## src/rtl/parking_pkg.sv

```systemverilog
// Shared definitions for the parking entry-gate controller: state codes and
// width helpers used to size the occupancy counter and the shared state timer.
package parking_pkg;

    typedef enum logic [2:0] {
        ST_IDLE       = 3'd0,
        ST_WAIT_PASS  = 3'd1,
        ST_WRONG_PASS = 3'd2,
        ST_RIGHT_PASS = 3'd3,
        ST_STOP       = 3'd4,
        ST_LOCKOUT    = 3'd5
    } gate_state_t;

    localparam int STATE_W = 3;

    function automatic int occ_width(input int capacity);
        return $clog2(capacity + 1);
    endfunction

    function automatic int max3(input int a, input int b, input int c);
        int m;
        m = (a > b) ? a : b;
        return (m > c) ? m : c;
    endfunction

    // One timer serves every waiting state, so it must reach the longest timeout.
    function automatic int timer_width(input int a, input int b, input int c);
        return $clog2(max3(a, b, c) + 1);
    endfunction

endpackage

```

## src/rtl/parking_occ_counter.sv

```systemverilog
// Occupancy counter for the lot: saturating increment on admission, decrement on
// departure with underflow protection, and a registered full flag.
module parking_occ_counter
    import parking_pkg::*;
#(
    parameter int  CAPACITY = 16,
    localparam int OCC_W    = occ_width(CAPACITY)
) (
    input  logic             clk,
    input  logic             reset_n,
    input  logic             inc,
    input  logic             dec,
    output logic [OCC_W-1:0] occupancy,
    output logic             full
);

    logic [OCC_W-1:0] occ_q;
    logic             full_q;

    // A simultaneous admit and departure cancel out; full follows occupancy one cycle later.
    always_ff @(posedge clk or negedge reset_n) begin
        if (!reset_n) begin
            occ_q  <= '0;
            full_q <= 1'b0;
        end else begin
            case ({inc, dec})
                2'b10: if (occ_q < OCC_W'(CAPACITY)) occ_q <= occ_q + OCC_W'(1);
                2'b01: if (occ_q != '0)              occ_q <= occ_q - OCC_W'(1);
                default: occ_q <= occ_q;
            endcase
            full_q <= (occ_q == OCC_W'(CAPACITY));
        end
    end

    assign occupancy = occ_q;
    assign full      = full_q;

endmodule

```

## src/rtl/parking_gate_ctrl.sv

```systemverilog
// Entry-gate controller: password check with retry limit and alarm lockout,
// timeouts on waiting states, tailgate stop, and occupancy-based entry refusal.
module parking_gate_ctrl
    import parking_pkg::*;
#(
    parameter int              CAPACITY     = 16,
    parameter int              PW_W         = 4,
    parameter logic [PW_W-1:0] PASSWORD     = 'h6,
    parameter int              MAX_TRIES    = 3,
    parameter int              PW_TIMEOUT   = 128,
    parameter int              GATE_TIMEOUT = 256,
    parameter int              LOCK_CYCLES  = 64,
    localparam int             OCC_W        = occ_width(CAPACITY)
) (
    input  logic             clk,
    input  logic             reset_n,
    input  logic             sensor_entrance,
    input  logic             sensor_exit,
    input  logic             pw_valid,
    input  logic [PW_W-1:0]  pw_data,
    input  logic             car_leave,
    output logic [2:0]       state_out,
    output logic             gate_open,
    output logic             alarm,
    output logic             full,
    output logic [OCC_W-1:0] occupancy
);

    localparam int TMR_W = timer_width(PW_TIMEOUT, GATE_TIMEOUT, LOCK_CYCLES);
    localparam int TRY_W = $clog2(MAX_TRIES + 1);

    gate_state_t      state_q, state_d;
    logic [TRY_W-1:0] tries_q, tries_d, tries_inc;
    logic [TMR_W-1:0] timer_q, timer_d;
    logic             admit;
    logic             pw_match;
    logic             in_pw_state;
    logic             full_flag;

    assign pw_match    = pw_valid && (pw_data == PASSWORD);
    assign in_pw_state = (state_q == ST_WAIT_PASS) || (state_q == ST_WRONG_PASS);
    // The first wrong entry always counts as one, whatever was left over.
    assign tries_inc   = (state_q == ST_WAIT_PASS) ? TRY_W'(1) : tries_q + TRY_W'(1);

    always_comb begin
        state_d = state_q;
        tries_d = tries_q;
        admit   = 1'b0;
        case (state_q)
            ST_IDLE: begin
                if (sensor_entrance && !sensor_exit && !full_flag)
                    state_d = ST_WAIT_PASS;
            end
            ST_WAIT_PASS, ST_WRONG_PASS: begin
                if (pw_match) begin
                    state_d = ST_RIGHT_PASS;
                end else if (pw_valid) begin
                    tries_d = tries_inc;
                    state_d = (tries_inc >= TRY_W'(MAX_TRIES)) ? ST_LOCKOUT : ST_WRONG_PASS;
                end else if (timer_q == TMR_W'(PW_TIMEOUT - 1)) begin
                    state_d = ST_IDLE;
                end
            end
            ST_RIGHT_PASS: begin
                if (sensor_entrance && sensor_exit) begin
                    state_d = ST_STOP;
                end else if (sensor_exit) begin
                    // A lot that filled while this car waited refuses the count.
                    state_d = ST_IDLE;
                    admit   = !full_flag;
                end else if (timer_q == TMR_W'(GATE_TIMEOUT - 1)) begin
                    state_d = ST_IDLE;
                end
            end
            ST_STOP: begin
                if (sensor_entrance && !sensor_exit)
                    state_d = ST_WAIT_PASS;
            end
            ST_LOCKOUT: begin
                if (timer_q == TMR_W'(LOCK_CYCLES - 1))
                    state_d = ST_IDLE;
            end
            default: state_d = ST_IDLE;
        endcase

        if ((state_d != state_q) && ((state_d == ST_IDLE) || (state_d == ST_RIGHT_PASS)))
            tries_d = '0;
    end

    always_comb begin
        timer_d = timer_q;
        if ((state_d != state_q) || (pw_valid && in_pw_state))
            timer_d = '0;
        else if (timer_q != '1)
            timer_d = timer_q + TMR_W'(1);
    end

    always_ff @(posedge clk or negedge reset_n) begin
        if (!reset_n) begin
            state_q <= ST_IDLE;
            tries_q <= '0;
            timer_q <= '0;
        end else begin
            state_q <= state_d;
            tries_q <= tries_d;
            timer_q <= timer_d;
        end
    end

    parking_occ_counter #(
        .CAPACITY (CAPACITY)
    ) u_occ (
        .clk       (clk),
        .reset_n   (reset_n),
        .inc       (admit),
        .dec       (car_leave),
        .occupancy (occupancy),
        .full      (full_flag)
    );

    assign state_out = state_q;
    assign gate_open = (state_q == ST_RIGHT_PASS);
    assign alarm     = (state_q == ST_LOCKOUT);
    assign full      = full_flag;

endmodule
```

## config.mk

```make
export PLATFORM = sky130hd
export DESIGN_NAME = parking_gate_ctrl
export DESIGN_NICKNAME = d
export VERILOG_FILES = /design/src/rtl/parking_pkg.sv /design/src/rtl/parking_occ_counter.sv /design/src/rtl/parking_gate_ctrl.sv
export SDC_FILE = /design/constraint.sdc
export NUM_CORES = 1
export LEC_CHECK = 0
export CAP_MARGIN = 20
export CORE_ASPECT_RATIO = 1.1
export CORE_MARGIN = 1.5
export CORE_UTILIZATION = 50
export CTS_BUF_LIST = sky130_fd_sc_hd__clkbuf_8
export DETAILED_ROUTE_END_ITERATION = 7
export PLACE_DENSITY = 0.74
export SYNTH_ARGS = -nofsm -noshare
export SYNTH_HDL_FRONTEND = slang
export SYNTH_SLANG_ARGS = --single-unit
```

## constraint.sdc

```tcl
create_clock -name clk -period 3.2 [get_ports clk]
set_input_delay 0.32 -clock clk [delete_from_list [all_inputs] [get_ports clk]]
set_output_delay 0.32 -clock clk [all_outputs]
set_load 0.01 [all_outputs]
```

==> impl_metrics.yaml <==
outcome:
  status: "completed"
yosys:
  synthAdderAreaFrac_pct: 7.98
  synth_simple_gate_area_share_pct: 30.5
  yosys_warnings: 0
  syn_area_um2: 1510
  ys_top_cells_by_count: "dfrtp_1, nand2_1, inv_1, nor3_2, o21ai_0"
  synth_most_common_cell: "dfrtp_1"
  synth_top_area_share_pct: 33.3
  synth.distinct_cells: 54
  synth_fp_nets: 171
  seq_area_frac_synth_pct: 33.3
  synthCells: 152
  synth_xor_area_share_pct: 6.98
  avgSynthCellArea_um2: 9.90
  synth_top_area_cell: "dfrtp_1"
  synthMuxAreaShare_pct: 0.665
  synth-seq-cells: 20
  synth_top_family_by_area: "simple AND/OR/NAND/NOR gates"
  ys_async_sr_fraction_pct: 100
  synth-edff-count: 0
  synth_compound_area_share_pct: 14.9
  ys_top_cells_by_area: "dfrtp_1, ha_1, nor3_2, xnor2_1, o21ai_0"
  synth_flop_cell: "dfrtp_1"
worst_hold_path:
  holdCritPathClass: "register to register"
  whs_path_depth: 1
  min-delay-start: "u_occ.occupancy[4]$_DFFE_PN0P_"
  holdPathEnd: "u_occ.occupancy[4]$_DFFE_PN0P_"
worst_setup_path:
  slowest_delay_ns: 0.60
  cp_slowest_cell: "dfrtp_1"
  r2r-start: "state_out[2]$_DFF_PN0_"
  critical_path.top_delay_family: "simple AND/OR/NAND/NOR gates"
  end_kind: "register"
  crit_chain: "and4b_2 > nand2_1 > ha_1 > inv_1 > fa_1 > nor2b_1 > o21ai_0 > and3_1 > nor3_1 > xor2_1"
  crit_buf_inv: 1
  rr_endpoint: "u_occ.occupancy[4]$_DFFE_PN0P_"
  cp.arrival_ns: 2.78
  cp.required_ns: 3.38
  worst-setup-path-type: "register to register"
  path_max_fanout: 13
  start_kind: "register"
  reg2regPathDepth: 10
  r2r_slack_ns: 0.60
layout:
  post-route-util_pct: 63.0
  synthToLayoutAreaGrowth_pct: 17.3
  layout-drive-gt1-share_pct: 15.2
  n_antenna_cell: 0
  final_nets: 191
route:
  dr.first_iter.drc_count: 21
  drtAntennaViolNets: 0
  wl_um: 3010
  wl_per_cell_um: 14.7
  vias_per_cell: 5.83
  dr.pass1.iters: 4
  drc_errors: 0
  vias: 1190
power:
  seqPwrFrac_pct: 32.4
  power.share.clock_pct: 18.3
  p_leak_nw: 0.775
  p_comb_share_pct: 49.3
  p_total_mw: 1.38
  power_density_nw_per_um2: 784
  ir_worst_vdd_uv: 571
  power.internal_mw: 0.828
  swShare_pct: 40.2
  switchingPower_mw: 0.556
die:
  die_w_um: 55.3
  pin_count: 21
  num_rows: 20
  dieArea_um2: 3350
  start_util_pct: 53.7
  chipHeight_um: 60.5
  coreArea_um2: 2800
sta:
  setup_tns_ns: 0
  fin_ws_ns: 0.599
  fmax_mhz: 384
  worst_pin_slew_ns: 0.878
  fin_crit_sh_pct: 81.3
  slew_violations: 0
  period_minus_slack_ns: 2.60
  finalSetupViolations: 0
  skew_ns: 0.00857
  hold_viol: 0
  grt_setup_unrepaired: "no"
  max_slew_margin_pct: 41.3
  worst_hold_slack_ns: 0.541
clock_network:
  worstSkewPairLatency_ns: 0.26
  cts-hold-fix-buffers: 0
  max-clock-path-buffers: 2
  clkTransAtPathRegs_ns: 0.07
  cts_setup_buffers: 0
  cts.root.buffer_cell: "clkbuf_8"
  h-tree-depth: 1
  cts_tree: "built"
  cts_sinks: 20
  cts_resized: 0
  numCtsBuffers: 3
global_routing:
  antenna_found_initial: 0
  grt.total_usage_pct: 19.9
  grt_pass1_vias: 1141
  grt_overflow: 0
  grt_max_degree: 21
  grt_pass1_wl_um: 5250
placement:
  portBuffers: 20
  dpl_worst_slack_ns: 0.445
  gp_congestion: 0.836
  dpl.hpwl_um: 2270
flow_run:
  drv_cap: 0
-- per-stage QoR --
stage,instances,instance area (um^2)
after CTS,204,1770
after global routing,204,1770
final,204,1770
after global placement,200,1690
after floorplan,152,1510
after detailed placement,200,1690
-- kinds of logic (layout without fill, tap and decap cells) --
group,after synthesis,after routing
mux,1,1
xor+xnor,12,12
simple gates,65,65
compound gates,31,31
fa+ha+maj,9,9
flops,20,20
buf+inv,14,33
-- worst max path at each step --
stage | from | endpoint | slack [ns] | cells after the start
after floorplan | state_out[0]$_DFF_PN0_ | u_occ.occupancy[4]$_DFFE_PN0P_ | 0.87 | 11
after global placement | sensor_exit | u_occ.occupancy[4]$_DFFE_PN0P_ | 0.55 | 11
after detailed placement | sensor_exit | u_occ.occupancy[4]$_DFFE_PN0P_ | 0.45 | 11
after CTS | state_out[2]$_DFF_PN0_ | u_occ.occupancy[4]$_DFFE_PN0P_ | 0.59 | 10
after global routing | state_out[2]$_DFF_PN0_ | u_occ.occupancy[4]$_DFFE_PN0P_ | 0.41 | 10
final | state_out[2]$_DFF_PN0_ | u_occ.occupancy[4]$_DFFE_PN0P_ | 0.60 | 10
-- cell usage in the layout, fill, tap and decap left out, drive strengths merged, types with 4 or more instances in the layout --
cell,instances
a21oi,6
clkdlybuf4s50,20
dfrtp,20
ha,8
inv,9
nand2,13
nor2,7
nor2b,4
nor3,10
o21ai,10
xnor2,7
xor2,5
-- power groups by stage --
stage	registers, mW	logic (mW)	clock network (mW)
4_1_cts	0.448	0.690	0.257
6_report	0.448	0.683	0.253
3_5_place_dp	0.451	0.686	0
2_1_floorplan	0.428	0.528	0
5_1_grt	0.464	0.759	0.267
3_3_place_gp	0.446	0.674	0
-- sequential cells by signal, summed over array words and instances (netlist names) --
| name | cells |
|---|---|
| tries_q | 2 |
| u_occ.occupancy | 5 |
| u_occ.full | 1 |
| timer_q | 9 |
| state_out | 3 |
-- layout make-up --
| type | instances | area, um^2 |
|---|---|---|
| inverter | 9 | 33.8 |
| fill | 265 | 1040 |
| clock inverter | 1 | 30.0 |
| multi-input combinational | 118 | 918 |
| sequential | 20 | 500 |
| tap | 33 | 41.3 |
| timing repair buffer | 20 | 200 |
| clock buffer | 3 | 41.3 |
-- per-layer routing --
metal / global-route usage [%] / vias to the layer above / wire, um
li1: - / 590 / -
met1: 24.9 / 571 / 1420
met2: 33.7 / 22 / 1410
met3: 4.90 / 7 / 128
met4: 8.36 / 0 / 45
met5: 0 / - / 0
Note: power is estimated with default switching activity, not from simulation.
